===== src/rtl/pf_ddr3_phase_pkg.sv =====
// Shared types and defaults for the DDR3 CCC PLL phase sequencer.
package pf_ddr3_phase_pkg;

    typedef enum logic [3:0] {
        ST_OFF       = 4'd0,
        ST_LOCK_WAIT = 4'd1,
        ST_IDLE      = 4'd2,
        ST_SETUP     = 4'd3,
        ST_PULSE     = 4'd4,
        ST_GAP       = 4'd5,
        ST_LOAD      = 4'd6,
        ST_DONE      = 4'd7,
        ST_FAULT     = 4'd8
    } state_e;

    localparam logic [1:0] SEL_OUT0 = 2'd0;
    localparam logic [1:0] SEL_OUT2 = 2'd1;
    localparam logic [1:0] SEL_OUT3 = 2'd2;
    localparam logic [1:0] SEL_ALL  = 2'd3;

    localparam int PULSE_W_DEF      = 2;
    localparam int GAP_W_DEF        = 2;
    localparam int LOCK_TIMEOUT_DEF = 4096;

    // Output select mask: bit0 = OUT0, bit1 = OUT2, bit2 = OUT3.
    function automatic logic [2:0] sel_mask(input logic [1:0] sel);
        logic [2:0] m;
        case (sel)
            SEL_OUT0: m = 3'b001;
            SEL_OUT2: m = 3'b010;
            SEL_OUT3: m = 3'b100;
            SEL_ALL:  m = 3'b111;
            default:  m = 3'b000;
        endcase
        return m;
    endfunction

endpackage


===== src/rtl/pf_ddr3_lock_mon.sv =====
// PLL lock synchroniser, fall detector and lock watchdog.
// Watchdog present only with PF_DDR3_PHASE_CTRL_LOCK_WDOG_EN defined.
module pf_ddr3_lock_mon
    import pf_ddr3_phase_pkg::*;
#(
    parameter int LOCK_TIMEOUT = LOCK_TIMEOUT_DEF
)(
    input  logic i_clk,
    input  logic i_rst,
    input  logic i_lock_async,
    input  logic i_timer_en,
    output logic o_lock_sync,
    output logic o_lock_fall,
    output logic o_timeout
);

    logic r_sync1;
    logic r_sync2;
    logic r_sync2_d;

    // Two-flop synchroniser plus one delay stage for edge detection.
    always_ff @(posedge i_clk or posedge i_rst) begin
        if (i_rst) begin
            r_sync1   <= 1'b0;
            r_sync2   <= 1'b0;
            r_sync2_d <= 1'b0;
        end else begin
            r_sync1   <= i_lock_async;
            r_sync2   <= r_sync1;
            r_sync2_d <= r_sync2;
        end
    end

    assign o_lock_sync = r_sync2;
    assign o_lock_fall = r_sync2_d & ~r_sync2;

`ifdef PF_DDR3_PHASE_CTRL_LOCK_WDOG_EN
    localparam int TW = $clog2(LOCK_TIMEOUT + 1);

    logic [TW-1:0] r_timer;

    // Counts LOCK_WAIT cycles; held at zero whenever the sequencer is elsewhere.
    always_ff @(posedge i_clk or posedge i_rst) begin
        if (i_rst) begin
            r_timer <= TW'(0);
        end else if (i_timer_en) begin
            r_timer <= r_timer + TW'(1);
        end else begin
            r_timer <= TW'(0);
        end
    end

    assign o_timeout = i_timer_en && (r_timer == TW'(LOCK_TIMEOUT - 1));
`else
    logic w_unused_wdog;
    assign w_unused_wdog = i_timer_en & (LOCK_TIMEOUT > 0);
    assign o_timeout     = 1'b0;
`endif

endmodule


===== src/rtl/pf_ddr3_ccc_phase_ctrl.sv =====
// PolarFire CCC PLL power-up and phase-shift sequencer for the DDR3 controller.
// Optional lock watchdog / FAULT state: PF_DDR3_PHASE_CTRL_LOCK_WDOG_EN.
module pf_ddr3_ccc_phase_ctrl
    import pf_ddr3_phase_pkg::*;
#(
    parameter int PULSE_W      = PULSE_W_DEF,
    parameter int GAP_W        = GAP_W_DEF,
    parameter int LOCK_TIMEOUT = LOCK_TIMEOUT_DEF,
    parameter int POS_W        = 8
)(
    input  logic             CLK,
    input  logic             RESET,
    input  logic             PLL_EN,
    input  logic             REQ_VALID,
    output logic             REQ_READY,
    input  logic [1:0]       REQ_SEL,
    input  logic             REQ_DIR,
    input  logic [3:0]       REQ_STEPS,
    output logic             DONE,
    output logic             LOCK_LOST,
    output logic             ERR,
    output logic             PLL_READY,
    output logic [POS_W-1:0] POS0,
    output logic [POS_W-1:0] POS2,
    output logic [POS_W-1:0] POS3,
    input  logic             PLL_LOCK_I,
    output logic             PLL_POWERDOWN_N_O,
    output logic             PHASE_OUT0_SEL_O,
    output logic             PHASE_OUT2_SEL_O,
    output logic             PHASE_OUT3_SEL_O,
    output logic             PHASE_DIRECTION_O,
    output logic             PHASE_ROTATE_O,
    output logic             LOAD_PHASE_N_O
);

    localparam int CW = $clog2(((PULSE_W > GAP_W) ? PULSE_W : GAP_W) + 1);

    state_e           r_state, w_nxt_state;
    logic [CW-1:0]    r_cnt, w_nxt_cnt;
    logic [3:0]       r_rem, w_nxt_rem;
    logic [1:0]       r_sel, w_nxt_sel;
    logic             r_dir, w_nxt_dir;
    logic             w_step, w_lost, w_busy, w_clear;
    logic             w_lock_sync, w_lock_fall, w_timeout;
    logic             r_req_ready, r_done, r_lock_lost, r_pll_ready;
    logic             r_pd_n, r_rot, r_load_n, r_dir_o;
    logic [2:0]       r_phsel, w_upd_mask;
    logic [POS_W-1:0] r_pos0, r_pos2, r_pos3, w_delta;

    pf_ddr3_lock_mon #(.LOCK_TIMEOUT(LOCK_TIMEOUT)) u_lock_mon (
        .i_clk        (CLK),
        .i_rst        (RESET),
        .i_lock_async (PLL_LOCK_I),
        .i_timer_en   (r_state == ST_LOCK_WAIT),
        .o_lock_sync  (w_lock_sync),
        .o_lock_fall  (w_lock_fall),
        .o_timeout    (w_timeout)
    );

    // Next-state, request latching and step bookkeeping.
    always_comb begin
        w_nxt_state = r_state;
        w_nxt_rem   = r_rem;
        w_nxt_sel   = r_sel;
        w_nxt_dir   = r_dir;
        w_nxt_cnt   = r_cnt;
        w_step      = 1'b0;
        w_lost      = 1'b0;
        case (r_state)
            ST_OFF: begin
                if (PLL_EN) w_nxt_state = ST_LOCK_WAIT;
                else        w_nxt_state = ST_OFF;
            end
            ST_LOCK_WAIT: begin
                if (w_lock_sync) begin
                    w_nxt_state = ST_IDLE;
                end
`ifdef PF_DDR3_PHASE_CTRL_LOCK_WDOG_EN
                else if (w_timeout) begin
                    w_nxt_state = ST_FAULT;
                end
`endif
                else begin
                    w_nxt_state = ST_LOCK_WAIT;
                end
            end
            ST_IDLE: begin
                if (REQ_VALID) begin
                    w_nxt_sel = REQ_SEL;
                    w_nxt_dir = REQ_DIR;
                    w_nxt_rem = REQ_STEPS;
                    if (REQ_STEPS == 4'd0) w_nxt_state = ST_DONE;
                    else                   w_nxt_state = ST_SETUP;
                end else begin
                    w_nxt_state = ST_IDLE;
                end
            end
            ST_SETUP: w_nxt_state = ST_PULSE;
            ST_PULSE: begin
                if (r_cnt == CW'(PULSE_W - 1)) w_nxt_state = ST_GAP;
                else                           w_nxt_state = ST_PULSE;
            end
            ST_GAP: begin
                if (r_cnt == CW'(GAP_W - 1)) begin
                    w_step    = 1'b1;
                    w_nxt_rem = r_rem - 4'd1;
                    if (r_rem == 4'd1) w_nxt_state = ST_LOAD;
                    else               w_nxt_state = ST_PULSE;
                end else begin
                    w_nxt_state = ST_GAP;
                end
            end
            ST_LOAD: begin
                if (r_cnt == CW'(PULSE_W - 1)) w_nxt_state = ST_DONE;
                else                           w_nxt_state = ST_LOAD;
            end
            ST_DONE:  w_nxt_state = ST_IDLE;
            ST_FAULT: w_nxt_state = ST_FAULT;
            default:  w_nxt_state = ST_OFF;
        endcase
        // Power-down beats lock loss; both abandon any in-flight request.
        if (!PLL_EN) begin
            w_nxt_state = ST_OFF;
            w_step      = 1'b0;
        end else if (w_lock_fall && (r_state inside {ST_IDLE, ST_SETUP, ST_PULSE,
                                                     ST_GAP, ST_LOAD, ST_DONE})) begin
            w_nxt_state = ST_LOCK_WAIT;
            w_lost      = 1'b1;
            w_step      = 1'b0;
        end else begin
            w_lost      = 1'b0;
        end
        if (w_nxt_state != r_state) w_nxt_cnt = CW'(0);
        else                        w_nxt_cnt = r_cnt + CW'(1);
    end

    assign w_busy     = w_nxt_state inside {ST_SETUP, ST_PULSE, ST_GAP, ST_LOAD};
    assign w_clear    = (w_nxt_state == ST_OFF) | w_lost;
    assign w_delta    = r_dir ? POS_W'(1'b1) : {POS_W{1'b1}};
    assign w_upd_mask = w_step ? sel_mask(r_sel) : 3'b000;

    // State, request context and outputs registered from the next state.
    always_ff @(posedge CLK or posedge RESET) begin
        if (RESET) begin
            r_state     <= ST_OFF;
            r_cnt       <= CW'(0);
            r_rem       <= 4'd0;
            r_sel       <= 2'd0;
            r_dir       <= 1'b0;
            r_pd_n      <= 1'b0;
            r_req_ready <= 1'b0;
            r_pll_ready <= 1'b0;
            r_phsel     <= 3'b000;
            r_dir_o     <= 1'b0;
            r_rot       <= 1'b0;
            r_load_n    <= 1'b1;
            r_done      <= 1'b0;
            r_lock_lost <= 1'b0;
        end else begin
            r_state     <= w_nxt_state;
            r_cnt       <= w_nxt_cnt;
            r_rem       <= w_nxt_rem;
            r_sel       <= w_nxt_sel;
            r_dir       <= w_nxt_dir;
            r_pd_n      <= (w_nxt_state != ST_OFF);
            r_req_ready <= (w_nxt_state == ST_IDLE);
            r_pll_ready <= w_busy | (w_nxt_state == ST_IDLE) | (w_nxt_state == ST_DONE);
            r_phsel     <= w_busy ? sel_mask(w_nxt_sel) : 3'b000;
            r_dir_o     <= w_busy & w_nxt_dir;
            r_rot       <= (w_nxt_state == ST_PULSE);
            r_load_n    <= (w_nxt_state != ST_LOAD);
            r_done      <= (w_nxt_state == ST_DONE);
            r_lock_lost <= w_lost;
        end
    end

    // Phase offset trackers; cleared whenever the PLL returns to default phases.
    always_ff @(posedge CLK or posedge RESET) begin
        if (RESET) begin
            r_pos0 <= {POS_W{1'b0}};
            r_pos2 <= {POS_W{1'b0}};
            r_pos3 <= {POS_W{1'b0}};
        end else if (w_clear) begin
            r_pos0 <= {POS_W{1'b0}};
            r_pos2 <= {POS_W{1'b0}};
            r_pos3 <= {POS_W{1'b0}};
        end else begin
            if (w_upd_mask[0]) r_pos0 <= r_pos0 + w_delta;
            if (w_upd_mask[1]) r_pos2 <= r_pos2 + w_delta;
            if (w_upd_mask[2]) r_pos3 <= r_pos3 + w_delta;
        end
    end

`ifdef PF_DDR3_PHASE_CTRL_LOCK_WDOG_EN
    logic r_err;

    // Fault flag follows the FAULT state.
    always_ff @(posedge CLK or posedge RESET) begin
        if (RESET) r_err <= 1'b0;
        else       r_err <= (w_nxt_state == ST_FAULT);
    end

    assign ERR = r_err;
`else
    assign ERR = 1'b0;
`endif

    assign REQ_READY         = r_req_ready;
    assign DONE              = r_done;
    assign LOCK_LOST         = r_lock_lost;
    assign PLL_READY         = r_pll_ready;
    assign POS0              = r_pos0;
    assign POS2              = r_pos2;
    assign POS3              = r_pos3;
    assign PLL_POWERDOWN_N_O = r_pd_n;
    assign PHASE_OUT0_SEL_O  = r_phsel[0];
    assign PHASE_OUT2_SEL_O  = r_phsel[1];
    assign PHASE_OUT3_SEL_O  = r_phsel[2];
    assign PHASE_DIRECTION_O = r_dir_o;
    assign PHASE_ROTATE_O    = r_rot;
    assign LOAD_PHASE_N_O    = r_load_n;

endmodule


===== config.mk =====
export PLATFORM = sky130hd
export DESIGN_NAME = pf_ddr3_ccc_phase_ctrl
export DESIGN_NICKNAME = d
export VERILOG_FILES = /design/src/rtl/pf_ddr3_phase_pkg.sv /design/src/rtl/pf_ddr3_lock_mon.sv /design/src/rtl/pf_ddr3_ccc_phase_ctrl.sv
export SDC_FILE = /design/constraint.sdc
export NUM_CORES = 1
export LEC_CHECK = 0
export BUFFER_PORTS_ARGS = -buffer_cell sky130_fd_sc_hd__buf_2
export CORE_ASPECT_RATIO = 0.75
export CORE_MARGIN = 2
export CORE_UTILIZATION = 40
export DETAILED_ROUTE_END_ITERATION = 10
export GPL_TIMING_DRIVEN = 0
export SLEW_MARGIN = 20
export SYNTH_ARGS = -nofsm -noshare
export SYNTH_HDL_FRONTEND = slang
export SYNTH_SLANG_ARGS = --single-unit
export TNS_END_PERCENT = 10

===== constraint.sdc =====
create_clock -name CLK -period 8.2 [get_ports CLK]
set_clock_uncertainty 0.2 [all_clocks]
set_input_delay 1.64 -clock CLK [delete_from_list [all_inputs] [get_ports CLK]]
set_output_delay 1.64 -clock CLK [all_outputs]
set_load 0.02 [all_outputs]

==> metrics.txt, run 1 <==
Distinct cells, synth=50; Die W=106.2 um; RSZ-0062 raised after global routing=false; total I/O pin count=48; #FFs+latches synth=51; Ys Warns=0; core box area=7466 um^2; initial antenna violation count=0; startpoint types=input pin; via count=2439; DP Cell Count=472; largest net degree at the start of global routing=52; first-pass GRT wire length=11610 um; # setup viols final=0; Post-Place Worst Slack=~4.4 ns; Layout Cells excl Fill=480; number of vias per cell=roughly 5; Remaining DRCs=0; Cells after Synth=approximately 330; final setup TNS=0 ns; Clk Latency, worst-skew pair=0.30 ns; final wirelength=~6700 um; Clock Tree Buf Depth=2; cts hold-fix bufs=0; WS Path Type=input pin to flip-flop; clk sink count=between 50 and 60; ratio of cells with drive above 1 in the final layout=0.1794; GRT overflow=0; Port-buffer cells=46; Worst EP required=8.17 ns; minimum clock period=3.520 ns; CTS Buf Count=5; Fillers=726; GRT Overall Usage=0.1724; Initial Utilization=0.4193; DP Wirelength=roughly 4900 um; CTS tree=done; Max Slew Vio Count=0; Leakage=0.001719 uW; Slew HR=0.5138; post-synthesis area per instance=9.632 um^2; Arr. time, crit path=3.49 ns; Max Freq=0.2841 GHz; Die H=a little over 80 um; Synth Net Count=368; Placer Congestion=between 0.7 and 0.8; Cell Area, Synth=3131 um^2; post-synth top area share=0.3997; maxcap violations=0; EDFF count, synth=0; Resize count post-CTS=0; vias in the first global route=2347; Clock Pin Slew Worst Setup and Hold Paths=0.09 ns; # rows=27; DRT Pass-1 Iters=4; ys flop type=dfrtp_1; Synth area leader=dfrtp_1; post-CTS setup buffers=0; CTS root buf=clkbuf_8; Hold/Removal Path Class=flip-flop to flip-flop; top cells by area, synth=dfrtp_1 40%, ha_1 11%, o21ai_0 4.5%, xnor2_1 4.2%, nor2_1 3.7%; final hold violations=0; Async S/R FF share, synth=1.000; most frequent cells in the layout=50 x dfrtp_1, 50 x buf_2, 31 x nor2_1; Reg area=1277 um^2; drt wl/cell=14.03 um; final worst setup slack=4.680 ns; Worst Path Max Fanout=7; Starting DRT DRC Count=85; Worst-Margin Slew=0.7285 ns; worst vdd ir=83.94 uV; Post-DRT Antenna Nets=0; Layout Area Growth over Synthesis=14.39%; post-route clock period utilization=0.4293; die area=8557 um^2; CTS H-tree lvls=2; sequential area share after synthesis=0.4081; area of the multi-input gates=about 1700 um^2; Final #Nets=421; Finished Core Util=0.4796; diodes inserted=0; Worst setup EP type=flip-flop; worst hold slack=0.1558 ns; status=completed; pwr dens=just under 200 nW/um^2
[worst max-delay path, stage by stage]
cell     delay (ns)
buf_2          0.11
nor4_1         0.33
nand4_1        0.17
a21oi_1        0.51
nor2_1         0.16
mux2i_1        0.45
nor3_1         0.13
[through the flow]
step / power (uW) / cell area, um^2
6_report: 691.1 / 3581
5_1_grt: 752.1 / 3581
4_1_cts: 701.1 / 3581
3_5_place_dp: 545.9 / 3490
3_3_place_gp: 536.5 / 3487
2_1_floorplan: 488.4 / 3131
[flip-flops by register name, summed over array words and instances (netlist names), 2 cells and up]
register,count
POS0,8
POS2,8
POS3,8
r_cnt,2
r_phsel,3
r_rem,4
r_sel,2
r_state,4
[path summary, 6_finish.rpt]
| path | end | slack, ns | start | cells after the start |
|---|---|---|---|---|
| worst max-delay path | r_phsel[2]$_DFF_PP0_ | 4.68 | REQ_STEPS[0] | 7 |
| worst min-delay path | u_lock_mon.o_lock_sync$_DFF_PP0_ | 0.16 | u_lock_mon.r_sync1$_DFF_PP0_ | 0 |
| worst max register to register | POS3[7]$_DFFE_PP0P_ | 5.09 | r_dir$_DFF_PP0_ | 8 |
| worst min register to register | u_lock_mon.o_lock_sync$_DFF_PP0_ | 0.16 | u_lock_mon.r_sync1$_DFF_PP0_ | 0 |
| max in group asynchronous | r_state[0]$_DFF_PP0_ | 6.15 | RESET | 2 |
| min in group asynchronous | r_phsel[2]$_DFF_PP0_ | 1.23 | RESET | 2 |
[report_power, final]
part	switching (uW)	leakage, uW	internal, uW
Combinational	141	0.000990	98.4
Sequential	25.5	0.000681	276
Clock	82.2	0.0000482	68.3
[cells by family (layout without fill, tap and decap cells)]
| logic type | Yosys count | in the layout | share of synthesized area |
|---|---|---|---|
| xor gates and xnor gates | 16 | 16 | 0.04477 |
| buffers and inverters | 31 | 85 | 0.04237 |
| adders and majority gates | 31 | 31 | 0.1311 |
| other | 1 | 1 | 0.001198 |
| AOI/OAI and AO/OA | 82 | 82 | 0.1619 |
| and+or+nand+nor | 101 | 101 | 0.1719 |
| DFF | 51 | 51 | 0.4081 |
| muxes | 12 | 12 | 0.03877 |
[Yosys cell counts, types with 2 or more instances]
| master | count |
|---|---|
| xnor2_1 | 15 |
| o21ai_0 | 28 |
| a21o_1 | 4 |
| nor4_1 | 2 |
| a21boi_0 | 3 |
| nor2_1 | 31 |
| ha_1 | 28 |
| a2bb2oi_1 | 2 |
| or3_1 | 5 |
| dfrtp_1 | 50 |
| nand4_1 | 3 |
| nor4bb_1 | 2 |
| nand3_1 | 7 |
| nand2_1 | 15 |
| nor3b_1 | 2 |
| a21oi_1 | 20 |
| a211oi_1 | 7 |
| inv_1 | 20 |
| a31oi_1 | 4 |
| fa_1 | 3 |
| o211ai_1 | 2 |
| and2_1 | 3 |
| nor2b_1 | 7 |
| buf_2 | 4 |
| nand2b_1 | 6 |
| mux2i_1 | 11 |
| nor3_1 | 10 |
| clkbuf_1 | 5 |
| o21bai_1 | 4 |
| a211o_1 | 2 |
[per-layer routing]
metal / GRT usage / up-vias / share of wire
met2: 0.2590 / 36 / 0.43
met1: 0.2530 / 1150 / 0.53
met5: 0 / - / 0
met3: 0.02922 / 5 / 0.031
met4: 0.05132 / 0 / 0.011
li1: - / 1248 / -
[area by class of cell]
class | count | area share
multi-input combinational | 243 | 0.4804
sequential | 51 | 0.3567
timing repair buffer | 46 | 0.06429
tap | 101 | 0.03529
clock buffer | 7 | 0.02411
inverter | 20 | 0.02166
buffer | 11 | 0.01607
clock inverter | 1 | 0.001398
No activity file was read; power rests on OpenSTA's default activity.
==> run 2: changes to the inputs <==
==> constraint.sdc (replaced) <==
create_clock -name CLK -period 2.95 [get_ports CLK]
set_clock_uncertainty 0.2 [all_clocks]
set_input_delay 0.59 -clock CLK [delete_from_list [all_inputs] [get_ports CLK]]
set_output_delay 0.59 -clock CLK [all_outputs]
set_load 0.02 [all_outputs]
==> metrics.txt, run 2 (synthesis results as in run 1) <==
Layout Cells excl Fill=489 (+1.9%); CTS tree=done; R2R cell count=7 (-1); worst vdd ir=239.5 uV (+190%); final setup TNS=0 ns (unchanged); RSZ-0062 raised after global routing=false; DP Cell Count=472 (unchanged); Post-Place Worst Slack=-0.1603 ns (-4.584 ns); hold_sp=u_lock_mon.r_sync1$_DFF_PP0_; Worst Hold Depth=0 (unchanged); Clk Latency, worst-skew pair=0.30 ns (about the same); Worst EP required=2.92 ns (-5.25 ns); Clock Pin Slew Worst Setup and Hold Paths=0.09 ns (about the same); total I/O pin count=48 (unchanged); most common cell after layout, fill and taps aside=buf_2; status=completed; most frequent cells in the layout=50 x buf_2, 49 x dfrtp_1, 31 x nor2_1; clk sink count=51 (unchanged); Max Slew Vio Count=0 (unchanged); first-pass GRT wire length=11740 um (+1.2%); final worst setup slack=0.3081 ns (-4.372 ns); core box area=7466 um^2 (unchanged); CTS H-tree lvls=2 (unchanged); post-route clock period utilization=0.8956; vias in the first global route=2379 (+1.4%); Slew HR=0.5807 (+0.06686); Clock Tree Buf Depth=2 (unchanged); Starting DRT DRC Count=82 (-3.5%); # setup viols final=0 (unchanged); GRT Overall Usage=0.1748 (+0.002462); GRT overflow=0 (unchanged); Die W=106.2 um (unchanged); Leakage=0.001756 uW (+2.2%); minimum clock period=approximately 2.6 ns; Max Freq=0.3785 GHz; ratio of cells with drive above 1 in the final layout=0.2036 (+0.02419); startpoint types=flip-flop; # rows=27 (unchanged); Hold/Removal Path Class=flip-flop to flip-flop; Port-buffer cells=46 (unchanged); CTS Buf Count=5 (unchanged); initial antenna violation count=0 (unchanged); Die H=80.62 um (unchanged); DP Wirelength=4888 um (unchanged); Fillers=724 (-0.28%); diodes inserted=0 (unchanged); CTS root buf=clkbuf_8; number of vias per cell=5.045 (-0.71%); Arr. time, crit path=2.61 ns (-0.88 ns); WS Path Type=flip-flop to flip-flop; Worst-Margin Slew=0.6256 ns (-0.1029 ns); final wirelength=6853 um (+1.8%); pwr dens=551.6 nW/um^2 (+190%); Worst setup EP type=flip-flop; Placer Congestion=0.7802 (unchanged); crit path from=r_state[0]$_DFF_PP0_; Final #Nets=430 (+2.1%); drt wl/cell=14.01 um (about the same); Post-DRT Antenna Nets=0 (unchanged); largest net degree at the start of global routing=52 (unchanged); die area=8557 um^2 (unchanged); cts hold-fix bufs=0 (unchanged); Layout Area Growth over Synthesis=16.71%; Initial Utilization=0.4193 (unchanged); via count=2467 (+1.1%); Remaining DRCs=0 (unchanged); Worst Path Max Fanout=10 (+3); DRT Pass-1 Iters=4 (unchanged); Worst R2R Start=r_state[0]$_DFF_PP0_; final hold violations=0 (unchanged); maxcap violations=0 (unchanged)
## run 2: cell count changes in the layout (fill, tap and decap cells not counted), sizes merged
cell / previous run / this run
inv: 20 / 19
buf: 52 / 61
clkinvlp: 0 / 1
## run 2: through the flow
step                      hold slack [ns]  power (uW)  instance area (um^2)    util
after floorplan                    0.1312        1358                  3131       -
after detailed placement           0.1363        1517                  3490  0.4674
after global routing               0.1636        2184                  3654  0.4894
after global placement             0.1361        1491                  3487  0.4671
after CTS                          0.1592        2014                  3637  0.4872
final                              0.1559        2015                  3654  0.4894
## run 2: area by class of cell
| type | instances | area (um^2) | share of cell area |
|---|---|---|---|
| plain buffers | 11 | 57.56 | 0.01575 |
| clock buffers | 7 | 86.33 | 0.02363 |
| well taps | 101 | 126.4 | 0.03459 |
| clock inverters | 1 | 5.005 | 0.001370 |
| flip-flops and latches | 51 | 1279 | 0.3500 |
| repair buffers | 55 | 297.8 | 0.08151 |
| multi-input cells | 243 | 1720 | 0.4709 |
| inverters | 20 | 81.33 | 0.02226 |
## run 2: worst paths after layout
| kind | end | slack (ns) |
|---|---|---|
| worst max-delay path | r_phsel[2]$_DFF_PP0_ | 0.31 |
| worst min-delay path | u_lock_mon.o_lock_sync$_DFF_PP0_ | 0.16 |
| worst max register to register | r_phsel[2]$_DFF_PP0_ | 0.31 |
| worst min register to register | u_lock_mon.o_lock_sync$_DFF_PP0_ | 0.16 |
| max in group asynchronous | r_dir$_DFF_PP0_ | 1.93 |
| min in group asynchronous | r_phsel[2]$_DFF_PP0_ | 0.17 |
## run 2: power by group
part / leakage (uW) / internal [uW] / total [uW] / switching (uW)
clock network: 0.0000482 / 190 / 421 / 231
registers: 0.000679 / 767 / 825 / 57.8
logic: 0.00103 / 341 / 769 / 428
total: 0.00176 / 1300 / 2020 / 717
## run 2: what timing repair did
action,in CTS,in global routing
buffers inserted,7,2
setup endpoints to repair,3,4
resized for setup,1,1
## run 2: worst max-delay path: stages, from the launching register on
cell	delay (ns)
dfrtp_1	0.40
buf_2	0.18
o31ai_1	0.26
o311ai_1	0.21
a21oi_1	0.51
nor2_1	0.16
mux2i_1	0.44
nor3_1	0.13
## run 2: layer usage
| metal | wire length (um) | GRT usage | vias to the layer above |
|---|---|---|---|
| li1 | - | - | 1266 |
| met1 | 3566 | 0.2540 | 1155 |
| met2 | 2963 | 0.2667 | 42 |
| met3 | 249 | 0.02922 | 4 |
| met4 | 74 | 0.05132 | 0 |
| met5 | 0 | 0 | - |
==> run 3: changes to the inputs <==
--- a/config.mk
+++ b/config.mk
@@ -8,9 +8,10 @@
 export BUFFER_PORTS_ARGS = -buffer_cell sky130_fd_sc_hd__buf_2
 export CORE_ASPECT_RATIO = 0.75
 export CORE_MARGIN = 2
-export CORE_UTILIZATION = 40
+export CORE_UTILIZATION = 47
 export DETAILED_ROUTE_END_ITERATION = 10
 export GPL_TIMING_DRIVEN = 0
+export PLACE_DENSITY = 0.71
 export SLEW_MARGIN = 20
 export SYNTH_ARGS = -nofsm -noshare
 export SYNTH_HDL_FRONTEND = slang
==> metrics.txt, run 3 (synthesis results as in run 1) <==
final hold violations=0 (unchanged); minimum clock period=2.702 ns (+0.05981 ns); Max Freq=0.3701 GHz (-2.2%); Clock Pin Slew Worst Setup and Hold Paths=0.10 ns (about the same); internal reg-to-reg setup slack=0.25 ns (-0.06 ns); DRT Pass-1 Iters=4 (unchanged); Port-buffer cells=46 (unchanged); Hold/Removal Path Class=input pin to async pin; Fillers=578 (-20%); crit path from=r_dir$_DFF_PP0_; core box area=6381 um^2 (-15%); worst vdd ir=264.5 uV (+10%); status=completed; reg2reg end=POS3[7]$_DFFE_PP0P_; Placed Area=3482 um^2 (-0.22%); largest net degree at the start of global routing=27 (-48%); Worst EP required=2.98 ns (+0.06 ns); CTS tree=done; Leakage=0.001757 uW (about the same); vias in the first global route=2273 (-4.5%); total I/O pin count=48 (unchanged); Worst-Margin Slew=0.6600 ns (+0.03436 ns); clk sink count=51 (unchanged); # rows=25 (-7.4%); Clock Tree Buf Depth=2 (unchanged); total power draw=2067 uW (+2.6%); Remaining DRCs=0 (unchanged); ratio of cells with drive above 1 in the final layout=0.2026 (-0.001011); CTS Buf Count=5 (unchanged); Worst Path Max Fanout=8 (-2); Finished Core Util=0.5708 (+0.08143); startpoint types=flip-flop; number of vias per cell=5.298 (+5.0%); DP Cell Count=453 (-4.0%); post-route clock period utilization=0.9158 (+0.02027); Worst setup EP type=flip-flop; most common cell after layout, fill and taps aside=buf_2; fin area=3642 um^2 (-0.31%); # setup viols final=0 (unchanged); R2R cell count=9 (+2); Arr. time, crit path=2.73 ns (+0.12 ns); Max Slew Vio Count=0 (unchanged); Worst R2R Start=r_dir$_DFF_PP0_; Final #Nets=427 (-0.70%); Slew HR=0.5576 (-0.02303); Starting DRT DRC Count=151 (+84%); Die H=74.68 um (-7.4%); Post-DRT Antenna Nets=0 (unchanged); diodes inserted=0 (unchanged); GRT overflow=0 (unchanged); final wirelength=6804 um (-0.72%); Clk Latency, worst-skew pair=0.31 ns (about the same); maxcap violations=0 (unchanged); RSZ-0062 raised after global routing=false; pwr dens=567.5 nW/um^2 (+2.9%); initial antenna violation count=0 (unchanged); met3 Resource Use GR=0.03343 (+0.004205); DP Wirelength=4892 um (about the same); grt met2 use=0.3059 (+0.03927); via count=2469 (+0.081%); WS Path Type=flip-flop to flip-flop; die area=7337 um^2 (-14%); CTS H-tree lvls=2 (unchanged); most frequent cells in the layout=50 x buf_2, 49 x dfrtp_1, 31 x nor2_1; Placer Congestion=0.8794 (+13%); GRT Overall Usage=0.1925 (+0.01764); Layout Cells excl Fill=466 (-4.7%); Initial Utilization=0.4906 (+0.07128); cts hold-fix bufs=0 (unchanged); drt wl/cell=14.60 um (+4.2%); first-pass GRT wire length=11170 um (-4.9%); busiest grt layer=met2; Die W=98.24 um (-7.5%); CTS root buf=clkbuf_8; Layout Area Growth over Synthesis=16.35%; grt met1 use=0.2848 (+0.03074)
run 3: cell type report:
class,count,area [um^2],area share
inverter,20,78.83,0.02164
timing repair buffer,52,287.8,0.07901
buffer,11,57.56,0.01580
clock buffer,5,68.82,0.01889
multi-input combinational,243,1725,0.4737
clock inverter,3,43.79,0.01202
tap,81,101.3,0.02783
sequential,51,1279,0.3511
run 3: worst max-delay path by stage:
stage / cells past startpoint / end / slack [ns]
after floorplan: 8 / POS3[7]$_DFFE_PP0P_ / 0.36
after CTS: 9 / POS3[7]$_DFFE_PP0P_ / 0.07
after global placement: 8 / POS2[7]$_DFFE_PP0P_ / -0.08
after global routing: 9 / POS3[7]$_DFFE_PP0P_ / 0.03
after detailed placement: 8 / POS3[7]$_DFFE_PP0P_ / -0.15
final: 9 / POS3[7]$_DFFE_PP0P_ / 0.25
run 3: power by group:
part / total [uW] / internal, uW / switching [uW]
clock network: 494 / 253 / 241
logic: 729 / 317 / 412
registers: 844 / 767 / 76.8
total: 2070 / 1340 / 730
run 3: stage by stage:
step / setup TNS [ns] / hold WS, ns / worst slack, ns
3_5_place_dp: -0.2948 / 0.1347 / -0.1513
2_1_floorplan: 0 / 0.1312 / 0.3583
4_1_cts: 0 / 0.1559 / 0.07005
6_report: 0 / 0.1466 / 0.2483
3_3_place_gp: -0.1593 / 0.1347 / -0.08164
5_1_grt: 0 / 0.1629 / 0.02849
run 3: worst max-delay path, stage by stage, from the launching register on:
cell and delay (ns):
dfrtp_2 0.54, clkinvlp_4 0.15, buf_4 0.19, ha_1 0.29
a211oi_1 0.34, o21ai_0 0.15, a31oi_1 0.21, xnor2_1 0.10
or3_1 0.32, a21oi_1 0.14
run 3: routing by layer:
layer,vias up,share of wire
met3,7,0.055
met4,0,0.0088
li1,1265,-
met2,69,0.44
met1,1128,0.50
met5,-,0
run 3: timing repair:
item / CTS / global route
setup buffers: 5 / 0
gates resized for setup: 1 / 2
setup endpoints to repair: 3 / 4
